===== config.mk =====
export PLATFORM = sky130hd
export DESIGN_NAME = present_reg_bridge
export DESIGN_NICKNAME = d
export VERILOG_FILES = /design/src/rtl/present_pkg.sv /design/src/rtl/present_seq_fsm.sv /design/src/rtl/present_reg_bridge.sv
export SDC_FILE = /design/constraint.sdc
export NUM_CORES = 1
export LEC_CHECK = 0
export ABC_AREA = 1
export CORE_MARGIN = 2
export CORE_UTILIZATION = 50
export CTS_BUF_LIST = sky130_fd_sc_hd__clkbuf_8
export CTS_CLUSTER_SIZE = 14
export DETAILED_ROUTE_END_ITERATION = 8
export GPL_ROUTABILITY_DRIVEN = 1
export GPL_TIMING_DRIVEN = 0
export PLACE_DENSITY = 0.78
export SETUP_SLACK_MARGIN = 0.2
export SLEW_MARGIN = 20
export SYNTH_ARGS = -nofsm -noshare
export SYNTH_HDL_FRONTEND = slang
export SYNTH_HIERARCHICAL = 1
export SYNTH_SLANG_ARGS = --single-unit

===== constraint.sdc =====
create_clock -name Clk_ik -period 24.1 [get_ports Clk_ik]
set_input_delay 6.025 -clock Clk_ik [delete_from_list [all_inputs] [get_ports Clk_ik]]
set_output_delay 6.025 -clock Clk_ik [all_outputs]
set_load 0.005 [all_outputs]

===== src/rtl/present_pkg.sv =====
// Shared definitions for the PRESENT host register bridge: command bit
// positions, bus function codes, address windows, status bit positions and
// the engine sequencing state type.
package present_pkg;

  // Command bits, taken from Data_ib when Addr_ib selects the command function
  localparam int CMD_W     = 4;
  localparam int CMD_LATCH = 0;
  localparam int CMD_READ  = 1;
  localparam int CMD_WRITE = 2;
  localparam int CMD_START = 3;

  // Addr_ib bus functions
  localparam logic [1:0] FN_NOP   = 2'b00;
  localparam logic [1:0] FN_CMD   = 2'b01;
  localparam logic [1:0] FN_SHIFT = 2'b10;
  localparam logic [1:0] FN_CLEAR = 2'b11;

  // Register windows
  localparam int PT_BASE  = 'h00;
  localparam int KEY_BASE = 'h10;

  // Status word bit positions
  localparam int ST_READY = 0;
  localparam int ST_BUSY  = 1;
  localparam int ST_DONE  = 2;
  localparam int ST_ERR   = 3;

  typedef enum logic [1:0] {
    IDLE   = 2'd0,
    LAUNCH = 2'd1,
    RUN    = 2'd2
  } seq_state_e;

endpackage


===== src/rtl/present_seq_fsm.sv =====
// Engine sequencer: start/Ready handshake with the serial PRESENT core,
// one-cycle Start_o pulse, busy and sticky done, start-error pulse and the
// capture strobe for the result buffer.
//
//   state  | meaning
//   -------+--------------------------------------------------------------
//   IDLE   | engine idle; a start with Ready_i=1 is accepted
//   LAUNCH | Start_o high for this one cycle; engine drops Ready meanwhile
//   RUN    | waiting for Ready_i=1, then capture ciphertext and flag done
module present_seq_fsm
  import present_pkg::*;
(
  input  logic Clk_ik,
  input  logic Reset_ir,
  input  logic Start_i,
  input  logic Ready_i,
  input  logic DoneClr_i,
  output logic Start_o,
  output logic Busy_o,
  output logic Done_o,
  output logic StartErr_o,
  output logic Capture_o
);

  seq_state_e state_q, state_d;
  logic       done_d;

  // State and sticky done registers
  always_ff @(posedge Clk_ik or posedge Reset_ir) begin
    if (Reset_ir) begin
      state_q <= IDLE;
      Done_o  <= 1'b0;
    end else begin
      state_q <= state_d;
      Done_o  <= done_d;
    end
  end

  // Next state, done update, error and capture strobes
  always_comb begin
    state_d    = state_q;
    done_d     = Done_o;
    StartErr_o = 1'b0;
    Capture_o  = 1'b0;
    if (DoneClr_i) done_d = 1'b0;
    case (state_q)
      IDLE: begin
        if (Start_i) begin
          if (Ready_i) begin
            state_d = LAUNCH;
            done_d  = 1'b0;
          end else begin
            StartErr_o = 1'b1;
          end
        end
      end
      LAUNCH: begin
        state_d = RUN;
        if (Start_i) StartErr_o = 1'b1;
      end
      RUN: begin
        if (Start_i) StartErr_o = 1'b1;
        if (Ready_i) begin
          Capture_o = 1'b1;
          done_d    = 1'b1;
          state_d   = IDLE;
        end
      end
      default: state_d = IDLE;
    endcase
  end

  // The pulse is exactly the LAUNCH cycle, so it cannot stretch or repeat
  assign Start_o = (state_q == LAUNCH);
  assign Busy_o  = (state_q != IDLE);

endmodule


===== src/rtl/present_reg_bridge.sv =====
// Host register bridge for the serial PRESENT engine. A narrow multiplexed
// pin bus builds bytes in InputData, commands latch an address, read the
// captured result, write plaintext/key bytes or launch the engine.
// Optional build macro: PRESENT_AUTOINC_EN (read/write commands post-increment
// the register address; a latch in the same command takes priority).
module present_reg_bridge
  import present_pkg::*;
#(
  parameter int BUS_W = 4,
  parameter int REG_W = 8,
  parameter int BLK_W = 64,
  parameter int KEY_W = 80
) (
  input  logic             Clk_ik,
  input  logic             Reset_ir,
  input  logic [1:0]       Addr_ib,
  input  logic [BUS_W-1:0] Data_ib,
  output logic [REG_W-1:0] Data_ob,
  output logic [BLK_W-1:0] PlainText_ob,
  output logic [KEY_W-1:0] Key_ob,
  input  logic [BLK_W-1:0] CipherText_ib,
  output logic             Start_o,
  input  logic             Ready_i
);

  localparam int NPT  = BLK_W / REG_W;
  localparam int NKEY = KEY_W / REG_W;
  localparam logic [REG_W-1:0] PT_HI  = REG_W'(PT_BASE + NPT - 1);
  localparam logic [REG_W-1:0] KEY_LO = REG_W'(KEY_BASE);
  localparam logic [REG_W-1:0] KEY_HI = REG_W'(KEY_BASE + NKEY - 1);

  logic [REG_W-1:0] input_q;
  logic [CMD_W-1:0] cmd_q;
  logic [REG_W-1:0] reg_addr_q;
  logic [REG_W-1:0] out_q;
  logic [BLK_W-1:0] result_q;
  logic             err_q;

  logic             do_latch, do_rd, do_wr, do_start;
  logic             is_pt, is_key, wr_ok, err_src, done_clr;
  logic             busy, done, start_err, capture;
  logic [REG_W-1:0] rd_data;
  logic [REG_W-1:0] status;

  assign do_latch = cmd_q[CMD_LATCH];
  assign do_rd    = cmd_q[CMD_READ];
  assign do_wr    = cmd_q[CMD_WRITE];
  assign do_start = cmd_q[CMD_START];

  // Plaintext window begins at address zero, so only the top bound is checked
  assign is_pt    = (reg_addr_q <= PT_HI);
  assign is_key   = (reg_addr_q >= KEY_LO) && (reg_addr_q <= KEY_HI);
  assign wr_ok    = do_wr && (is_pt || is_key) && !busy;
  assign done_clr = do_rd && (reg_addr_q == REG_W'(PT_BASE));

  assign err_src  = (do_rd && !is_pt)
                  || (do_wr && !is_pt && !is_key)
                  || (do_wr && (is_pt || is_key) && busy)
                  || start_err;

  present_seq_fsm u_seq (
    .Clk_ik     (Clk_ik),
    .Reset_ir   (Reset_ir),
    .Start_i    (do_start),
    .Ready_i    (Ready_i),
    .DoneClr_i  (done_clr),
    .Start_o    (Start_o),
    .Busy_o     (busy),
    .Done_o     (done),
    .StartErr_o (start_err),
    .Capture_o  (capture)
  );

  // Result-buffer byte selected by the current address; zero outside the window
  always_comb begin
    rd_data = '0;
    for (int n = 0; n < NPT; n++) begin
      if (reg_addr_q == REG_W'(PT_BASE + n)) rd_data = result_q[n*REG_W +: REG_W];
    end
  end

  // Status word as seen on the read bus
  always_comb begin
    status           = '0;
    status[ST_READY] = Ready_i;
    status[ST_BUSY]  = busy;
    status[ST_DONE]  = done;
    status[ST_ERR]   = err_q;
  end

  // Pin bus front end: byte assembly and single-cycle command capture
  always_ff @(posedge Clk_ik or posedge Reset_ir) begin
    if (Reset_ir) begin
      input_q <= '0;
      cmd_q   <= '0;
    end else begin
      cmd_q <= (Addr_ib == FN_CMD) ? CMD_W'(Data_ib) : '0;
      case (Addr_ib)
        FN_SHIFT: input_q <= (input_q << BUS_W) | REG_W'(Data_ib);
        FN_CLEAR: input_q <= '0;
        FN_NOP, FN_CMD: input_q <= input_q;
        default:  input_q <= input_q;
      endcase
    end
  end

  // Register address: latch always wins; optional post-increment on access
  always_ff @(posedge Clk_ik or posedge Reset_ir) begin
    if (Reset_ir) begin
      reg_addr_q <= '0;
    end else if (do_latch) begin
      reg_addr_q <= input_q;
    end
`ifdef PRESENT_AUTOINC_EN
    else if (do_rd || do_wr) begin
      reg_addr_q <= reg_addr_q + 1'b1;
    end
`else
    else begin
      reg_addr_q <= reg_addr_q;
    end
`endif
  end

  // Plaintext and key byte writes, only while the engine is idle
  always_ff @(posedge Clk_ik or posedge Reset_ir) begin
    if (Reset_ir) begin
      PlainText_ob <= '0;
      Key_ob       <= '0;
    end else if (wr_ok) begin
      for (int n = 0; n < NPT; n++) begin
        if (reg_addr_q == REG_W'(PT_BASE + n)) PlainText_ob[n*REG_W +: REG_W] <= input_q;
      end
      for (int n = 0; n < NKEY; n++) begin
        if (reg_addr_q == REG_W'(KEY_BASE + n)) Key_ob[n*REG_W +: REG_W] <= input_q;
      end
    end
  end

  // Read data, captured result and sticky error (new error beats latch-clear)
  always_ff @(posedge Clk_ik or posedge Reset_ir) begin
    if (Reset_ir) begin
      out_q    <= '0;
      result_q <= '0;
      err_q    <= 1'b0;
    end else begin
      if (do_rd)   out_q    <= rd_data;
      if (capture) result_q <= CipherText_ib;
      if (err_src)       err_q <= 1'b1;
      else if (do_latch) err_q <= 1'b0;
    end
  end

  // Registered read bus
  always_ff @(posedge Clk_ik or posedge Reset_ir) begin
    if (Reset_ir) Data_ob <= '0;
    else          Data_ob <= Addr_ib[1] ? out_q : status;
  end

endmodule


# After elaboration in Yosys (flattened, before gate mapping)
# Index checks and enable logic that the tools add are counted.
# Widths: inputs -> output; s select.
# word_totals
register_bits	248
latchBits	0
ram_bits	0
romBits	0
out_inout_bits	153
elab_cells	125
n_memories	0
# op_classes
n_addsub	0
mul	0
div	0
n_lt_le_gt_ge	3
eq_ne	25
shifts	0
n_mux	28
n_bitwise	1
reduce_logical	41
# ops
cell	count
$eq 8x5->1 const B	10
$mux 8	9
$reduce_and 2->1	18
$eq 8x3->1 const B	4
$eq 8x2->1 const B	2
$pmux 8 s2	1
$mux 1	11
$eq 8x1->1 const B	1
$ge 8x5->1 const B	1
$le 8x3->1 const B	1
$le 8x5->1 const B	1
$logic_and 1x1->1	8
$logic_not 8->1	1
$or 8x4->8	1
$eq 2x2->1 const B	3
$mux 2	3
$ne 2x2->1 const B	3
$pmux 2 s3	1
$eq 2x1->1 const B	2
$logic_not 2->1	2
$logic_or 1x1->1	4
$mux 4	1
$pmux 1 s2	2
$reduce_bool 2->1	2
3 further kinds	6

# Longest topological paths before layout
# depth
depth_word	9
depth_mapped	12
depth_no_buf	10

# By module
# Netlist, hierarchy kept.
# by_module_without_submodules
mod	n_inst	cells_each	area_per_inst_um2	seq_area_each_um2
present_reg_bridge	1	936	9940.8	6130.9
present_seq_fsm	1	31	230.2	75.1

# Worst setup path after synthesis
# Ideal clock, no wire load.
# synth_timing
kind	input port to flip-flop
start	input port Ready_i
end	register result_q[10]
setup_time_ns	0.125
t_arrival_ns	7.087
required_time_ns	23.975
path_slack_ns	16.888
path_stages	5
path_buffers	2
cell_sequence	nand2_1 > inv_1 > clkbuf_1 > clkbuf_1 > mux2_2
# synth_between
elab_chain_len	2
# synth_lines
item	line	rtl
start, declared	present_reg_bridge.sv:23	input logic Ready_i
$mux 1	present_seq_fsm.sv:63	if (Ready_i) begin
$mux 1	present_seq_fsm.sv:46	case (state_q)
via capture	present_reg_bridge.sv:41	logic busy, done, start_err, capture;
end signal, assigned	present_reg_bridge.sv:148	if (capture) result_q <= CipherText_ib;
end, declared	present_reg_bridge.sv:36	logic [BLK_W-1:0] result_q;
# The timed path passes the listed nets, and every way through them passes these cells.
# A chain may end at the register's enable or synchronous reset.

# Worst setup path in the final report
# layout_timing
start	register u_seq.state_q[1]
end	output port Start_o
# layout_between
elab_chain_len	1
# layout_lines
item	line	rtl
start, declared	present_seq_fsm.sv:25	seq_state_e state_q, state_d;
start signal, assigned	present_seq_fsm.sv:34	state_q <= state_d;
$eq 2x1->1	present_seq_fsm.sv:74	assign Start_o = (state_q == LAUNCH);
end, declared	present_reg_bridge.sv:22	output logic Start_o,
# No other way between the ends.

==> flow_summary.yaml <==
pwr:
  power_leakage_nw: 6.13
  cellPowerDensity_nw_per_um2: 83.6
  total_power_mw: 1.13
  peakVddDrop_mv: 0.0490
die:
  die_w_um: 147
  die_y_um: 147
  die_area_um2: 21500
  rows: 52
  initial_utilization_pct: 50.6
  core_um2: 20100
  num_io_pins: 226
setup_path:
  cp.arrival_ns: 1.71
  critPathMaxFanout: 4
  worst_setup_path_start_kind: "flip-flop"
  cp.required_ns: 18.07
  critPathKind: "flip-flop to output port"
  cp-end-kind: "output port"
status:
  status: "finished clean"
logic_synthesis:
  syn_inst: 967
  syn_nets: 1044
  postSynthAreaPerCell_um2: 10.5
  synth_warnings: 6
  syn_area_um2: 10200
  ys_seq_area_share_pct: 61.0
  ys_types: 31
  ys_ff_latch: 248
clock_network:
  cts_hold_buf: 0
  cts_buffers: 41
  clock_path_buffers: 3
  post_cts_buffers: 0
  htreeDepth: 2
  clock_latency_ns: 0.53
  cts_sinks: 248
  clockRootBuffer: "clkbuf_8"
  clk_pin_slew_ns: 0.05
  cts_resized: 0
  cts_tree: "yes"
timing:
  grt_setup_unrepaired: "false"
  finClkSkew_ns: 0.0151
  fin_setup_tns_ns: 0
  fin_crit_sh_pct: 32.1
  finalSetupViolations: 0
  period_minus_slack_ns: 7.73
  whs_ns: 0.467
  tightest_slew_ns: 0.795
  max_slew_margin_pct: 47.0
  fmax_mhz: 129
  slew_violations: 0
  finalHoldViolCount: 0
  layout_setup_ws_ns: 16.37
run:
  cap_violations: 0
drt:
  antenna_left: 0
  routed_via_density: 5.18
  vias: 7942
  drt-total-wl_um: 26500
  drcViolationCount: 0
  wl_met1_um: 11200
  dr.pass1.iters: 4
  wl_met2_um: 12900
  drt_iter0_drc: 405
  wl_per_cell_um: 17.3
  dr_wl_met3_um: 1710
  top_layer: "met4"
placed_design:
  hpwl_um: 18700
  dp_slack_ns: 15.90
  place_congestion: 0.828
  dp_cells: 1463
  placed_cell_area_um2: 12800
  io_buffers: 224
final_layout:
  area_growth_pct: 33.3
  drive_above_1_share_pct: 14.8
  fin_util_pct: 67.4
  nets: 1313
  stdcell_count: 1532
  fin_area_um2: 13600
  final.fill_count: 1584
  diodes: 0
  final_common_cell: "nand2_1"
  final_cell_mix: "nand2_1 (254), dfrtp_1 (248), clkdlybuf4s50_1 (224), o21ai_0 (86), inv_1 (74)"
grt:
  grt_pass1_wl_um: 42600
  antenna_found_initial: 0
  grt_pass1_vias: 7997
  grt_max_degree: 107
  overflow: 0
  grt_use_total_pct: 25.3
worst_hold_path:
  worstHoldPathType: "flip-flop to flip-flop"
## power breakdown
group	switching [mW]	internal, mW
logic	0.131	0.124
registers	0.0428	0.499
clock network	0.157	0.179
## worst paths after layout
| check | startpoint | end | slack [ns] | depth (start not counted) |
|---|---|---|---|---|
| max in group asynchronous | Reset_ir | PlainText_ob[62] | 17.37 | 3 |
| worst min-delay path | out_q[4] | Data_ob[4] | 0.47 | 2 |
| worst max-delay path | u_seq/state_q[1] | Start_o | 16.37 | 3 |
| worst max register to register | u_seq/state_q[0] | result_q[10] | 21.79 | 7 |
| min in group asynchronous | Reset_ir | u_seq/state_q[0] | 5.85 | 2 |
| worst min register to register | out_q[4] | Data_ob[4] | 0.47 | 2 |
## registers in the layout (all words and copies together), names as in the netlist
signal         count
Key_ob            80
PlainText_ob      64
result_q          64
Data_ob            8
input_q            8
out_q              8
reg_addr_q         8
cmd_q              4
u_seq/state_q      2
err_q              1
u_seq/Done_o       1
## Yosys cell counts, drive strengths merged
master,count,share of area (%)
mux2,56,6.2
nor2,50,2.1
clkbuf,29,1.1
nand3,22,1.1
nand2,257,9.7
dfrtp,248,61
or2,2,0.15
o22ai,8,0.49
clkinv,1,0.037
inv,58,2.1
nor3,2,0.098
buf,21,1.7
nand4,26,3.7
o21ai,170,9.3
ha,4,0.49
a21oi,12,0.59
a21o,1,0.074
## worst max-delay path, cell delays in order, from the launching register on
cell	delay, ns
dfrtp_1	0.41
inv_1	0.09
ha_1	0.16
clkdlybuf4s50_1	0.53
## cells by family after synthesis
kind of cell	Yosys count	share of synthesized area (%)
simple gates	359	16.9
flops	248	61.0
mux	56	6.20
fa+ha+maj	4	0.492
compound gates	191	10.4
buf+inv	109	4.99
## routing by layer
layer | track usage [%] | vias to the layer above
met5 | 0 | -
met4 | 8.25 | 0
met3 | 5.53 | 46
met2 | 41.4 | 283
met1 | 34.0 | 3875
li1 | - | 3738
## layout make-up
cell class,count,area [um^2],share of cell area [%]
clock buffers,48,661,4.87
plain buffers,50,287,2.11
inverters,59,229,1.69
clock inverters,21,82.6,0.609
repair buffers,226,2300,16.9
multi-input cells,610,3460,25.5
well taps,270,338,2.49
flip-flops and latches,248,6210,45.8
No activity file was read; power rests on OpenSTA's default activity.
